<file path="src/rtl/z80_mem_pkg.sv">
// Shared Z80 memory-path definitions: bus widths and the memory writer's state encoding.
// Used by mem_write_unit and the instruction fetch path.
package z80_mem_pkg;

    localparam int ADDR_W = 16;
    localparam int DATA_W = 8;

    localparam logic [1:0] ST_IDLE   = 2'b00;
    localparam logic [1:0] ST_SETUP  = 2'b01;
    localparam logic [1:0] ST_STROBE = 2'b10;
    localparam logic [1:0] ST_DONE   = 2'b11;

endpackage

</file>
<file path="src/rtl/mem_write_unit.sv">
// Byte-serial data-side memory writer: one 8/16-bit store (ascending or PUSH order) per request.
// 1 byte: finish 3 cycles after acceptance (+WAIT_STATES); dropping fsm_mw_en mid-write aborts cleanly.
module mem_write_unit
    import z80_mem_pkg::*;
#(
    parameter int WAIT_STATES = 0
) (
    input  logic                  clk,
    input  logic                  reset,
    input  logic                  fsm_mw_en,
    input  logic                  fsm_mw_two_byte,
    input  logic                  fsm_mw_stack,
    input  logic [ADDR_W-1:0]     fsm_mw_addr,
    input  logic [2*DATA_W-1:0]   fsm_mw_data,
    output logic [ADDR_W-1:0]     address_bus_mw,
    output logic [DATA_W-1:0]     data_output,
    output logic                  mem_wr,
    output logic                  mw_fsm_busy,
    output logic                  mw_fsm_finish,
    output logic [ADDR_W-1:0]     mw_fsm_sp
);

    localparam logic [2:0] WS = 3'(WAIT_STATES);

    logic [1:0]            state;
    logic                  byte_idx;
    logic [2:0]            wait_cnt;
    logic [ADDR_W-1:0]     lat_addr;
    logic [2*DATA_W-1:0]   lat_data;
    logic                  lat_two;
    logic                  lat_stack;

    logic [1:0]            nxt_state;
    logic                  nxt_idx;
    logic [2:0]            nxt_cnt;
    logic                  nxt_drive;

    logic [ADDR_W-1:0]     cur_addr;
    logic [2*DATA_W-1:0]   cur_data;
    logic                  cur_two;
    logic                  cur_stack;

    // Ascending walks up from the base; stack mode pre-decrements below SP.
    function automatic logic [ADDR_W-1:0] step_addr(
        input logic [ADDR_W-1:0] base,
        input logic              stack,
        input logic              idx
    );
        logic [ADDR_W-1:0] ofs;
        ofs = {{(ADDR_W-1){1'b0}}, idx};
        return stack ? (base - ADDR_W'(1) - ofs) : (base + ofs);
    endfunction

    // Two-byte pushes emit the high byte first so it lands at SP-1.
    function automatic logic [DATA_W-1:0] byte_sel(
        input logic [2*DATA_W-1:0] data,
        input logic                two,
        input logic                stack,
        input logic                idx
    );
        return (idx ^ (two & stack)) ? data[2*DATA_W-1:DATA_W] : data[DATA_W-1:0];
    endfunction

    function automatic logic [ADDR_W-1:0] final_sp(
        input logic [ADDR_W-1:0] base,
        input logic              two,
        input logic              stack
    );
        return stack ? (base - (two ? ADDR_W'(2) : ADDR_W'(1))) : base;
    endfunction

    // On the accepting edge the latches are not loaded yet, so use the live request.
    always_comb begin
        cur_addr  = lat_addr;
        cur_data  = lat_data;
        cur_two   = lat_two;
        cur_stack = lat_stack;
        if (state == ST_IDLE) begin
            cur_addr  = fsm_mw_addr;
            cur_data  = fsm_mw_data;
            cur_two   = fsm_mw_two_byte;
            cur_stack = fsm_mw_stack;
        end
    end

    always_comb begin
        nxt_state = state;
        nxt_idx   = byte_idx;
        nxt_cnt   = wait_cnt;
        case (state)
            ST_IDLE: begin
                if (fsm_mw_en) begin
                    nxt_state = ST_SETUP;
                    nxt_idx   = 1'b0;
                end
            end
            ST_SETUP: begin
                if (!fsm_mw_en) begin
                    nxt_state = ST_IDLE;
                end else begin
                    nxt_state = ST_STROBE;
                    nxt_cnt   = 3'd0;
                end
            end
            ST_STROBE: begin
                if (!fsm_mw_en) begin
                    nxt_state = ST_IDLE;
                end else if (wait_cnt == WS) begin
                    if (cur_two && !byte_idx) begin
                        nxt_state = ST_SETUP;
                        nxt_idx   = 1'b1;
                    end else begin
                        nxt_state = ST_DONE;
                    end
                end else begin
                    nxt_cnt = wait_cnt + 3'd1;
                end
            end
            default: begin
                nxt_state = ST_IDLE;
            end
        endcase
        nxt_drive = (nxt_state == ST_SETUP) || (nxt_state == ST_STROBE);
    end

    always_ff @(posedge clk or negedge reset) begin
        if (!reset) begin
            state     <= ST_IDLE;
            byte_idx  <= 1'b0;
            wait_cnt  <= 3'd0;
            lat_addr  <= '0;
            lat_data  <= '0;
            lat_two   <= 1'b0;
            lat_stack <= 1'b0;
        end else begin
            state    <= nxt_state;
            byte_idx <= nxt_idx;
            wait_cnt <= nxt_cnt;
            if (state == ST_IDLE && fsm_mw_en) begin
                lat_addr  <= fsm_mw_addr;
                lat_data  <= fsm_mw_data;
                lat_two   <= fsm_mw_two_byte;
                lat_stack <= fsm_mw_stack;
            end
        end
    end

    // Outputs are registered from the next state so they line up with the state they describe.
    always_ff @(posedge clk or negedge reset) begin
        if (!reset) begin
            address_bus_mw <= '0;
            data_output    <= '0;
            mem_wr         <= 1'b0;
            mw_fsm_busy    <= 1'b0;
            mw_fsm_finish  <= 1'b0;
            mw_fsm_sp      <= '0;
        end else begin
            address_bus_mw <= nxt_drive ? step_addr(cur_addr, cur_stack, nxt_idx) : '0;
            data_output    <= nxt_drive ? byte_sel(cur_data, cur_two, cur_stack, nxt_idx) : '0;
            mem_wr         <= (nxt_state == ST_STROBE);
            mw_fsm_busy    <= (nxt_state != ST_IDLE);
            mw_fsm_finish  <= (nxt_state == ST_DONE);
            mw_fsm_sp      <= (nxt_state == ST_DONE) ? final_sp(cur_addr, cur_two, cur_stack) : '0;
        end
    end

endmodule

</file>
<file path="config.mk">
export PLATFORM = sky130hd
export DESIGN_NAME = mem_write_unit
export DESIGN_NICKNAME = d
export VERILOG_FILES = /design/src/rtl/z80_mem_pkg.sv /design/src/rtl/mem_write_unit.sv
export SDC_FILE = /design/constraint.sdc
export NUM_CORES = 1
export LEC_CHECK = 0
export CORE_MARGIN = 4
export CORE_UTILIZATION = 54
export CTS_CLUSTER_DIAMETER = 100
export DETAILED_ROUTE_END_ITERATION = 10
export GPL_TIMING_DRIVEN = 1
export PLACE_DENSITY = 0.83
export SLEW_MARGIN = 15
export SYNTH_ARGS = -nofsm -noshare
export SYNTH_HDL_FRONTEND = slang
export SYNTH_SLANG_ARGS = --single-unit
</file>
<file path="constraint.sdc">
create_clock -name clk -period 4.5 [get_ports clk]
set_clock_uncertainty 0.05 [all_clocks]
set_input_delay 0.45 -clock clk [delete_from_list [all_inputs] [get_ports clk]]
set_output_delay 0.45 -clock clk [all_outputs]
set_load 0.01 [all_outputs]
</file>
======== Yosys cells after proc, flatten, opt, wreduce, memory -nomap -nowiden ========
Cells that the tools add are included.
word-level totals
  register bits ........................... 83
  bits of input ports ..................... 37
  output and inout bits ................... 43
  word-level logic and storage cells ...... 63
cells by class
  add/subtract/negate cells ............... 5
  equality and inequality tests ........... 8
  multiplexer cells ....................... 26
  bitwise gates (word level) .............. 2
  reductions and logical operators ........ 9
operators by type and width
  kind                     number
  $mux W16                 6
  $add A16 B1 Y16          1
  $mux W8                  2
  $sub A16 B1 Y16          1
  $sub A16 B1 Y16 const B  1
  $sub A16 B2 Y16          1
  $mux W2                  6
  $mux W3                  3
  $eq A2 B2 Y1 const B     3
  $mux W1                  6
  $ne A2 B2 Y1 const B     3
  $pmux W2 S3              1
  $pmux W3 S2              1
  $eq A2 B1 Y1 const B     2
  $reduce_and A4 Y1        1
  $reduce_bool A2 Y1       2
  $add A3 B1 Y3 const B    1
  $logic_not A3 Y1         1
  $logic_and A1 B1 Y1      2
  $logic_not A2 Y1         1
  $pmux W1 S2              1
  $and A1 B1 Y1            1
  $logic_not A1 Y1         1
  $logic_or A1 B1 Y1       1
  $xor A1 B1 Y1            1

======== Longest topological paths before layout ========
  depth after elaboration ................. 10
  mapped depth ............................ 15
  depth with buffers taken out ............ 14

======== Worst setup path before layout ========
Ideal clock, no wire load.
  path kind ............................... reg2reg
  start point ............................. register state[1]
  end point ............................... register mw_fsm_sp[10]
  setup time .............................. 0.119 ns
  arrival time ............................ 3.270 ns
  data required time ...................... 4.331 ns
  path slack .............................. 1.061 ns
  stages on the path, launching flop included .. 13
  path buffers ............................ 3
  clock period less this slack ............ 3.439 ns
  path through ............................ dfrtp_1 > nor2_1 > buf_4 > buf_4 > buf_1 > mux2i_1 > ha_1 > inv_1 > fa_1 > nor4_1 > nand4_1 > xor2_1 > and2_1
on the way
  cells in the longest elaborated chain, start to end .. 9
  elaborated cells on any way between the ends .. 17
  classes of those cells .................. 1 x add/sub; 3 x eq/ne; 11 x mux; 2 x reduce/logical
ends and longest elaborated chain
  what                                                     RTL line               text
  start, declared                                          mem_write_unit.sv:25   logic [1:0] state;
  start signal, assigned                                   mem_write_unit.sv:136  state <= nxt_state;
  branches (longest 8 deep; another with $sub A16 B2 Y16)  -
  $mux W16 (*)                                             mem_write_unit.sv:163  mw_fsm_sp <= (nxt_state == ST_DONE) ? final_sp(cur_addr, cur_two, cur_stack) : '0;
  end signal, assigned                                     mem_write_unit.sv:163
  end, declared                                            mem_write_unit.sv:20   output logic [ADDR_W-1:0] mw_fsm_sp
Every way passes the cells marked *.
A chain may end at the register's enable or synchronous reset.

======== Worst setup path in the final report ========
  start point ............................. register state[0]
  end point ............................... register mw_fsm_sp[10]
Same word-level chain as after synthesis.

==> run summary <==
The worst-case IR drop observed on VDD is 0.000244 V. Counting flops with an async set or reset pin after synthesis yields a share of 100%. Max-cap violations in this run came to 0. Setup repair after global routing left no endpoint under its margin.

Post-CTS timing repair inserted 0 buffers for setup. In the synthesized netlist, the number of instances is 448. 80 I/O pins were placed. After detailed routing, the number of vias per cell comes to 6.05.

Sequential cells were found to cover 44.5% of the synthesized design area. The logs give 64 for the count of different cell masters after synthesis and 615 for the cell count after placement. The number of nets in the layout was 570.

Post-CTS repair changed the size of 0 cells. The H-tree was split into 3 levels. The worst pin sits at a relative slew slack of 32.5%. In this run the critical register-to-register path is captured at mw_fsm_sp[10]$_DFF_PN0_. The final critical path takes up 79.1% of the cycle. The core box area is 8300 um2, and the final antenna-violating net count is 0. The number of clock buffers added by TritonCTS is 9. In this run the deepest clock path goes through 2 buffers.

For the number of endpoints failing setup at the final stage, the log shows 0. The primary flip-flop cell chosen by synthesis mapping was sky130_fd_sc_hd__dfrtp_1. The register bit count reported by yosys was 83.

The total routed wirelength is 11.8 mm, and the signal arrival time at the worst endpoint is 3.76 ns. The die is 101 um tall. The logs give 3699 for the via count of the first global-routing pass and 0 for the synthesis warning total. In this run the clock root is driven by a sky130_fd_sc_hd__clkbuf_8.

The first global-routing pass estimated 19.0 mm of wire. The number of antenna diodes in the final layout is 0. Row generation in the floorplan step produced 33 rows. Across all register-to-register paths, the minimum setup slack is 0.94 ns.

The post-route netlist has 13.9% of its cells at a drive strength greater than 1. The tools report the number of DRC violations after detailed-routing iteration 0 as 217. The post-synthesis area per instance works out to 10.4 um2. The setup path with the least slack is of type register to register. Global routing used 23.8% of the available tracks. The total overflow left after global routing is 0. For this run, design rule violations remaining after detail routing come to 0.

The area growth from synthesis to layout is 22.5%. Port buffering added 79 buffers. The worst hold path belongs to the class input port to asynchronous set/reset pin. For the final-report max-slew violation count, the log shows 0. The number of cells traversed by the worst register-to-register path was 9; the placed wire-length estimate was 8.51 mm.

The clock drives 83 sinks. For the pin with the worst max-slew slack, the measured transition is 1.01 ns. Subtracting the final worst setup slack from the clock period gives 3.56 ns. Worst-path maximum fanout: 21.

The run gives 0 as the initial antenna violation count. The filler-free cell count of the finished design is 630. The synthesized netlist occupies a cell area of 4670 um2. The post-detailed-route wirelength per cell came out at 18.7 um.

The run gives 3810 as the count of vias placed by the detailed router. STA classifies the critical path endpoint as a register. The first detailed-routing pass took 5 iterations. For this design, the CTS-stage hold fixing added 0 buffers.

TritonCTS built the clock tree. Counting flops with a built-in enable in the synthesized netlist gives 0. For the achievable clock frequency, the log shows 281 MHz. For this configuration, the core starts out at a cell density of 56.3%.

The setup total negative slack came out at 0 ns. The run gives 0.00245 uW as the standby leakage power. The worst setup path is launched from a register. Routability-driven placement finished with a final weighted congestion of 0.880. Dividing total power by cell area gives a power density of 370 nW/um2. The worst reg2reg path startpoint is state[0]$_DFF_PN0_. The required time of the critical path was 4.70 ns; the count of final hold-check violations was 0. The floorplan step defined a die boundary enclosing 10200 um2. The horizontal die dimension was 101 um; the clock transition at the register clock pins on the worst setup and hold paths after CTS was 0.09 ns. Pin count of the biggest net entering global routing: 84. The run finished with clean final reports. For the worst-skew pair later-pin latency, the log shows 0.35 ns. Synthesis produced a netlist with a net count of 497.
## power breakdown
group	internal [uW]	switching, uW	total, uW
Clock	311	278	589
Sequential	846	69.2	915
Combinational	285	328	613
Total	1440	675	2120
## worst max-delay path, cell delays in order (launching register included)
cell	delay [ns]
sky130_fd_sc_hd__dfrtp_1	0.69
sky130_fd_sc_hd__nor2_4	0.31
sky130_fd_sc_hd__mux2i_1	0.41
sky130_fd_sc_hd__ha_1	0.22
sky130_fd_sc_hd__inv_1	0.06
sky130_fd_sc_hd__fa_1	0.43
sky130_fd_sc_hd__nor4_1	0.75
sky130_fd_sc_hd__nand4_1	0.19
sky130_fd_sc_hd__xor2_1	0.19
sky130_fd_sc_hd__and2_1	0.16
## registers in the layout (all words and copies together) (netlist names), 2 cells and up
register / flops
mw_fsm_sp: 16
data_output: 8
state: 2
lat_data: 16
address_bus_mw: 16
lat_addr: 16
wait_cnt: 3
## routing by layer
layer	up-vias	wire length (um)	global-route usage [%]	share of wire, %
met5	-	0	0	0
met2	145	5930	40.1	50
li1	1764	-	-	-
met4	0	263	9.61	2.2
met3	22	603	3.46	5.1
met1	1879	4990	31.0	42
## cells by family after synthesis
| family | synth area share, % |
|---|---|
| simple gates | 19.7 |
| xor+xnor | 3.37 |
| compound gates | 13.1 |
| buf+inv | 4.23 |
| mux | 11.8 |
| flops | 44.5 |
| fa+ha+maj | 3.37 |
## Yosys cell counts, types with 6 or more instances
library cell | count | share of area [%]
sky130_fd_sc_hd__nor3_1 | 6 | 0.64
sky130_fd_sc_hd__a31oi_1 | 6 | 0.80
sky130_fd_sc_hd__inv_1 | 17 | 1.4
sky130_fd_sc_hd__nor2_1 | 32 | 2.6
sky130_fd_sc_hd__dfrtp_1 | 83 | 44
sky130_fd_sc_hd__ha_1 | 11 | 2.9
sky130_fd_sc_hd__nand4_1 | 9 | 1.2
sky130_fd_sc_hd__a21oi_1 | 15 | 1.6
sky130_fd_sc_hd__nand2_1 | 39 | 3.1
sky130_fd_sc_hd__o21ai_0 | 8 | 0.86
sky130_fd_sc_hd__clkbuf_1 | 7 | 0.56
sky130_fd_sc_hd__mux2i_1 | 17 | 3.6
sky130_fd_sc_hd__and2_1 | 16 | 2.1
sky130_fd_sc_hd__xor2_1 | 10 | 1.9
sky130_fd_sc_hd__a211oi_1 | 9 | 1.4
sky130_fd_sc_hd__nand3_1 | 14 | 1.5
sky130_fd_sc_hd__a311oi_1 | 8 | 1.5
sky130_fd_sc_hd__o21a_1 | 7 | 1.1
sky130_fd_sc_hd__mux2_2 | 34 | 8.2
sky130_fd_sc_hd__xnor2_1 | 8 | 1.5
## how the worst max path moves through the flow
| stage | startpoint | to | cells past startpoint |
|---|---|---|---|
| after floorplan | state[1]$_DFF_PN0_ | mw_fsm_sp[10]$_DFF_PN0_ | 12 |
| after global placement | state[0]$_DFF_PN0_ | mw_fsm_sp[10]$_DFF_PN0_ | 9 |
| after detailed placement | state[0]$_DFF_PN0_ | mw_fsm_sp[14]$_DFF_PN0_ | 9 |
| after CTS | state[0]$_DFF_PN0_ | mw_fsm_sp[10]$_DFF_PN0_ | 9 |
| after global routing | state[0]$_DFF_PN0_ | mw_fsm_sp[10]$_DFF_PN0_ | 9 |
| final | state[0]$_DFF_PN0_ | mw_fsm_sp[10]$_DFF_PN0_ | 9 |
## layout make-up
type	count	area [um2]
Clock buffer	9	124
Inverter	17	63.8
Sequential cell	83	2080
Tap cell	105	131
Timing Repair Buffer	85	833
Multi-Input combinational cell	325	2400
Clock inverter	6	90.1
Fill cell	627	2570
## cell usage in the layout (no fill, tap or decap), types with 5 or more instances in the layout
cell type                         instances
sky130_fd_sc_hd__nand3_1                 14
sky130_fd_sc_hd__mux2_2                  34
sky130_fd_sc_hd__and3_1                   5
sky130_fd_sc_hd__o21ai_0                  8
sky130_fd_sc_hd__a31oi_1                  6
sky130_fd_sc_hd__nand2_1                 39
sky130_fd_sc_hd__inv_1                   17
sky130_fd_sc_hd__a311oi_1                 8
sky130_fd_sc_hd__nor4_1                   5
sky130_fd_sc_hd__dfrtp_1                 83
sky130_fd_sc_hd__a22o_1                   5
sky130_fd_sc_hd__buf_4                    7
sky130_fd_sc_hd__a211oi_1                 9
sky130_fd_sc_hd__clkbuf_8                 9
sky130_fd_sc_hd__ha_1                    11
sky130_fd_sc_hd__o211ai_1                 5
sky130_fd_sc_hd__nor2_1                  31
sky130_fd_sc_hd__xnor2_1                  8
sky130_fd_sc_hd__and2_1                  16
sky130_fd_sc_hd__a21oi_1                 15
sky130_fd_sc_hd__xor2_1                  10
sky130_fd_sc_hd__nor3_1                   6
sky130_fd_sc_hd__clkdlybuf4s50_1         78
sky130_fd_sc_hd__nand4_1                  9
sky130_fd_sc_hd__o21a_1                   7
sky130_fd_sc_hd__mux2i_1                 17
## through the flow
step	worst slack (ns)	total power [uW]	utilization [%]	hold slack, ns	cell area, um2
after global routing	0.620	2220	69.0	0.304	5720
final	0.939	2120	69.0	0.201	5720
after CTS	0.949	2130	69.0	0.254	5720
after detailed placement	0.968	1540	66.4	0.435	5510
after global placement	1.10	1520	66.4	0.428	5510
after floorplan	1.06	1300	-	0.104	4670
Power figures use the tool's default switching activity.
